## src/rtl/dmem_arbiter_pkg.sv

```systemverilog
// Shared types and constants for the data-memory arbiter:
// read-return states, owner encoding and the aging counter width.
package dmem_arbiter_pkg;

  typedef enum logic [1:0] {
    ARB_IDLE,
    ARB_CPU_RD,
    ARB_EXT_RD
  } arb_state_t;

  localparam int unsigned AGE_W = 4;

  localparam logic [1:0] OWN_NONE = 2'd0;
  localparam logic [1:0] OWN_CPU  = 2'd1;
  localparam logic [1:0] OWN_EXT  = 2'd2;

endpackage

```

## src/rtl/dmem_arbiter_age_counter.sv

```systemverilog
// Saturating up-counter with synchronous clear; clear has priority over increment.
// Tracks how many consecutive cycles the external requester has been kept waiting.
module dmem_arbiter_age_counter
  import dmem_arbiter_pkg::*;
(
  input  logic             clk,
  input  logic             arst_n,
  input  logic             i_inc,
  input  logic             i_clr,
  output logic [AGE_W-1:0] o_count
);

  logic [AGE_W-1:0] r_count;
  logic [AGE_W-1:0] w_count_next;

  always_comb begin
    w_count_next = r_count;
    if (i_clr) begin
      w_count_next = '0;
    end else if (i_inc && (r_count != '1)) begin
      w_count_next = r_count + 1'b1;
    end
  end

  always_ff @(posedge clk or negedge arst_n) begin
    if (!arst_n) begin
      r_count <= '0;
    end else begin
      r_count <= w_count_next;
    end
  end

  assign o_count = r_count;

endmodule

```

## src/rtl/dmem_arbiter.sv

```systemverilog
// Shares the single-port data SRAM between the CPU MEM stage (fixed priority) and the
// external loader/debug port, which wins once it has waited STARVE_LIMIT cycles.
module dmem_arbiter
  import dmem_arbiter_pkg::*;
#(
  parameter int unsigned DATA_W       = 64,
  parameter int unsigned ADDR_W       = 64,
  parameter int unsigned STARVE_LIMIT = 4
) (
  input  logic              clk,
  input  logic              arst_n,
  input  logic              enable,
  input  logic              cpu_req,
  input  logic              cpu_we,
  input  logic [ADDR_W-1:0] cpu_addr,
  input  logic [DATA_W-1:0] cpu_wdata,
  output logic              cpu_stall,
  output logic              cpu_rvalid,
  output logic [DATA_W-1:0] cpu_rdata,
  input  logic              ext_req,
  input  logic              ext_we,
  input  logic [ADDR_W-1:0] ext_addr,
  input  logic [DATA_W-1:0] ext_wdata,
  output logic              ext_gnt,
  output logic              ext_rvalid,
  output logic [DATA_W-1:0] ext_rdata,
  output logic [ADDR_W-1:0] mem_addr,
  output logic              mem_wen,
  output logic              mem_ren,
  output logic [DATA_W-1:0] mem_wdata,
  input  logic [DATA_W-1:0] mem_rdata
);

  localparam logic [AGE_W-1:0] LIMIT = AGE_W'(STARVE_LIMIT);

  logic             w_c;
  logic             w_e;
  logic [AGE_W-1:0] w_age;
  logic [1:0]       w_owner;
  logic             w_grant_cpu;
  logic             w_grant_ext;

  arb_state_t       r_state;
  arb_state_t       w_state_next;
  logic [DATA_W-1:0] r_cpu_rdata;
  logic [DATA_W-1:0] r_ext_rdata;

  assign w_c = cpu_req & enable;
  assign w_e = ext_req;

  // Starved ext overrides CPU priority; otherwise ext only takes idle cycles.
  always_comb begin
    w_owner = OWN_NONE;
    if (w_e && (w_age >= LIMIT)) begin
      w_owner = OWN_EXT;
    end else if (w_c) begin
      w_owner = OWN_CPU;
    end else if (w_e) begin
      w_owner = OWN_EXT;
    end
  end

  assign w_grant_cpu = (w_owner == OWN_CPU);
  assign w_grant_ext = (w_owner == OWN_EXT);
  assign cpu_stall   = w_c & ~w_grant_cpu;
  assign ext_gnt     = w_grant_ext;

  always_comb begin
    mem_addr  = '0;
    mem_wdata = '0;
    mem_wen   = 1'b0;
    mem_ren   = 1'b0;
    unique case (w_owner)
      OWN_CPU: begin
        mem_addr  = cpu_addr;
        mem_wdata = cpu_wdata;
        mem_wen   = cpu_we;
        mem_ren   = ~cpu_we;
      end
      OWN_EXT: begin
        mem_addr  = ext_addr;
        mem_wdata = ext_wdata;
        mem_wen   = ext_we;
        mem_ren   = ~ext_we;
      end
      default: ;
    endcase
  end

  dmem_arbiter_age_counter u_age (
    .clk     (clk),
    .arst_n  (arst_n),
    .i_inc   (w_e & ~w_grant_ext),
    .i_clr   (w_grant_ext | ~w_e),
    .o_count (w_age)
  );

  // Read-return FSM: state register.
  always_ff @(posedge clk or negedge arst_n) begin
    if (!arst_n) begin
      r_state <= ARB_IDLE;
    end else begin
      r_state <= w_state_next;
    end
  end

  // Next state depends only on this cycle's grant, so reads pipeline one per cycle.
  always_comb begin
    w_state_next = ARB_IDLE;
    if (w_grant_cpu && !cpu_we) begin
      w_state_next = ARB_CPU_RD;
    end else if (w_grant_ext && !ext_we) begin
      w_state_next = ARB_EXT_RD;
    end
  end

  // Return data is forwarded on the return cycle and held afterwards.
  always_comb begin
    cpu_rvalid = (r_state == ARB_CPU_RD);
    ext_rvalid = (r_state == ARB_EXT_RD);
    cpu_rdata  = cpu_rvalid ? mem_rdata : r_cpu_rdata;
    ext_rdata  = ext_rvalid ? mem_rdata : r_ext_rdata;
  end

  always_ff @(posedge clk or negedge arst_n) begin
    if (!arst_n) begin
      r_cpu_rdata <= '0;
      r_ext_rdata <= '0;
    end else begin
      if (r_state == ARB_CPU_RD) begin
        r_cpu_rdata <= mem_rdata;
      end
      if (r_state == ARB_EXT_RD) begin
        r_ext_rdata <= mem_rdata;
      end
    end
  end

endmodule

```

## config.mk

```make
export PLATFORM = sky130hd
export DESIGN_NAME = dmem_arbiter
export DESIGN_NICKNAME = d
export VERILOG_FILES = /design/src/rtl/dmem_arbiter_pkg.sv /design/src/rtl/dmem_arbiter_age_counter.sv /design/src/rtl/dmem_arbiter.sv
export SDC_FILE = /design/constraint.sdc
export NUM_CORES = 1
export LEC_CHECK = 0
export ABC_AREA = 1
export BUFFER_PORTS_ARGS = -buffer_cell sky130_fd_sc_hd__buf_4
export CORE_AREA = 2 2 229 231
export CTS_BUF_LIST = sky130_fd_sc_hd__clkbuf_16
export DETAILED_ROUTE_END_ITERATION = 10
export DIE_AREA = 0 0 231 233
export GPL_ROUTABILITY_DRIVEN = 0
export GPL_TIMING_DRIVEN = 0
export SLEW_MARGIN = 0
export SYNTH_ARGS = -nofsm -noshare
export SYNTH_HDL_FRONTEND = slang
export SYNTH_SLANG_ARGS = --single-unit
export TNS_END_PERCENT = 100
```

## constraint.sdc

```tcl
create_clock -name clk -period 1.23 [get_ports clk]
set_input_delay 0.0615 -clock clk [delete_from_list [all_inputs] [get_ports clk]]
set_output_delay 0.0615 -clock clk [all_outputs]
set_load 0.005 [all_outputs]
```

==> flow_metrics.tcl <==
set metrics [dict create \
    outcome "complete, but fails checks" \
    violations "setup timing" \
    rows 83 \
    vdd_ir_drop_max_mv 0.894 \
    grt_pass1_vias 9663 \
    ys_seq_area_share_pct 47.3 \
    reg2reg_slack_ns -0.26 \
    setup_ws_ns -0.686 \
    layout_commonest_cell "buf_4" \
    slew_headroom_pct 50.3 \
    yosys_warnings 0 \
    min-delay-start "cpu_we" \
    hold_end "r_state[0]" \
    totalWireLength_mm 50.6 \
    grt_pass1_wl_mm 61.5 \
    grt_setup_unrepaired "true" \
    hold_ws_ns 0.0461 \
    synthToLayoutAreaGrowth_pct 158 \
    firstDrtPassIters 5 \
    hold_class "in2reg" \
    worstReg2RegEnd "r_ext_rdata[9]" \
    clkPwrFrac_pct 25.6 \
    final_core_util_pct 35.8 \
    num_vias 10300 \
    start_util_pct 13.9 \
    nNetsFinal 2029 \
    p_sw_w 0.00646 \
    drcViolationCount 0 \
    crit_fanout 8 \
    clk_pin_slew_ns 0.06 \
    pin_count 589 \
    clk_latency_ns 0.44 \
    fillCellCount 4961 \
    avgSynthCellArea_um2 7.43 \
    finalSetupViolations 375 \
    syn_area_mm2 0.00709 \
    grt_max_degree 91 \
    htree_num_levels 4 \
    fin_crit_sh_pct 156 \
    cellLeakagePower_nw 8.97 \
    power_frac_seq_pct 29.9 \
    cts-root-buf "clkbuf_16" \
    p_int_w 0.0127 \
    hold_violations 0 \
    period_minus_slack_ns 1.92 \
    end_kind "output pin" \
    synth_nets 1282 \
    arrival_ns 1.85 \
    finalPower_w 0.0191 \
    critPathRequiredTime_ns 1.17 \
    p_comb_share_pct 44.5 \
    cts_tree "built" \
    ys_types 19 \
    die_y_um 233 \
    layout_common_cells "buf_4, nand3_1, buf_6" \
    dieArea_mm2 0.0538 \
    ant_nets 0 \
    clock_skew_ns 0.00583 \
    antenna_found_initial 0 \
    numCtsBuffers 17 \
    die_w_um 231 \
    grt_usage_pct 15.5 \
    max_freq_mhz 522 \
    cts_max_path_buffers 2 \
    syn_inst 954 \
    maxSlewViolCount 0 \
    p_sw_share_pct 33.8 \
    gr-total-overflow 0 \
    ys_seq_elements 134 \
    seqCellArea_mm2 0.00336 \
    core_mm2 0.0511 \
    drive_gt1_share_pct 66.9 \
    r2r-start "r_state[1]" \
    multi_input_area_mm2 0.00538 \
    holdPathStages 5 \
    r2r_cells 7 \
    drt_iter0_drc 596 \
    cap_violations 0 \
    antenna_cells 0 \
    worstSetupPathType "reg2out" \
    critPathLaunchType "flip-flop" \
    p_per_area_mw_per_mm2 1040 \
    worst_pin_slew_ns 0.745 \
    numClockSinks 134 \
    vias_per_cell 4.32 \
    avgRoutedWirePerCell_um 21.1 \
    dpl.hpwl_mm 35.4 \
    port_buffers 587 \
]
area by class of cell:
cell class	instances	area share [%]
Buffer	84	5.45
Clock buffer	17	2.32
Clock inverter	15	0.711
Inverter	74	1.52
Multi-Input combinational cell	661	29.4
Sequential cell	134	18.3
Tap cell	680	4.65
Timing Repair Buffer	729	37.7
metrics by stage:
step	area, µm²	TNS, ns	instances	setup slack, ns
after CTS	14700	-169.24	2334	-0.721
after floorplan	7090	0	954	0.00693
final	18300	-167.28	2394	-0.686
after detailed placement	12400	-139.63	2222	-0.859
after global routing	18300	-191.95	2394	-0.777
after global placement	12300	-189.18	2221	-0.850
power groups by stage:
stage          sequential (W)  combinational [W]  clock, W
5_1_grt               0.00578            0.00898   0.00520
4_1_cts               0.00546            0.00614   0.00500
2_1_floorplan         0.00546            0.00171         0
3_5_place_dp          0.00553            0.00526         0
6_report              0.00571            0.00851   0.00489
3_3_place_gp          0.00549            0.00518         0
cell families after synthesis:
| family | synth area share (%) |
|---|---|
| AOI/OAI and AO/OA | 9.16 |
| xor gates and xnor gates | 0.124 |
| adders and majority gates | 0.176 |
| buffers and inverters | 10.5 |
| DFF | 47.3 |
| other | 0.0529 |
| and+or+nand+nor | 32.7 |
Yosys cell counts (all sizes together):
cell type  number  area [µm²]
buf            72         417
clkbuf         13        48.8
conb            1        3.75
dfrtp         134        3350
ha              1        12.5
inv            74         278
nand2         262         986
nand3         261        1310
nor2            5        18.8
o21ai         129         649
or2             1        6.26
xnor2           1        8.76
critical path, stage by stage (launching register included):
cell	delay, ns
dfrtp_2	0.45
o21ai_4	0.18
buf_12	0.15
buf_16	0.17
buf_8	0.15
nand3_2	0.07
nand2_2	0.13
buf_6	0.11
metal layers:
metal  global-route usage [%]  vias to the layer above  wire [µm]
met1                     17.8                     5095      18600
met4                     5.75                        0       1720
met3                     4.45                       78       3480
li1                         -                     4652          -
met2                     27.0                      514      26700
met5                        0                        -          0
what timing repair did:
action                                  4_1_cts  5_1_grt
gates cloned                                  3       33
endpoints found under the hold margin       230        0
resized for setup                           339      624
pin swaps                                    48       88
hold buffers                                 66        0
setup buffers                                11       29
endpoints found under the setup margin      392      391
flip-flops by register name, indices dropped and copies added, names as in the netlist:
| signal | cells |
|---|---|
| r_cpu_rdata | 64 |
| r_ext_rdata | 64 |
| r_state | 2 |
| u_age.o_count | 4 |
worst max path at each step:
stage	slack (ns)	from	end	cells after the start
after floorplan	0.007	r_state[0]	r_ext_rdata[10]	5
after global placement	-0.85	r_state[0]	cpu_rdata[48]	5
after detailed placement	-0.86	r_state[1]	cpu_rdata[48]	6
after CTS	-0.72	u_age.o_count[3]	mem_wdata[56]	7
after global routing	-0.78	u_age.o_count[2]	mem_addr[48]	7
final	-0.69	u_age.o_count[2]	mem_wdata[57]	7
Note: power is estimated with default switching activity, not from simulation.
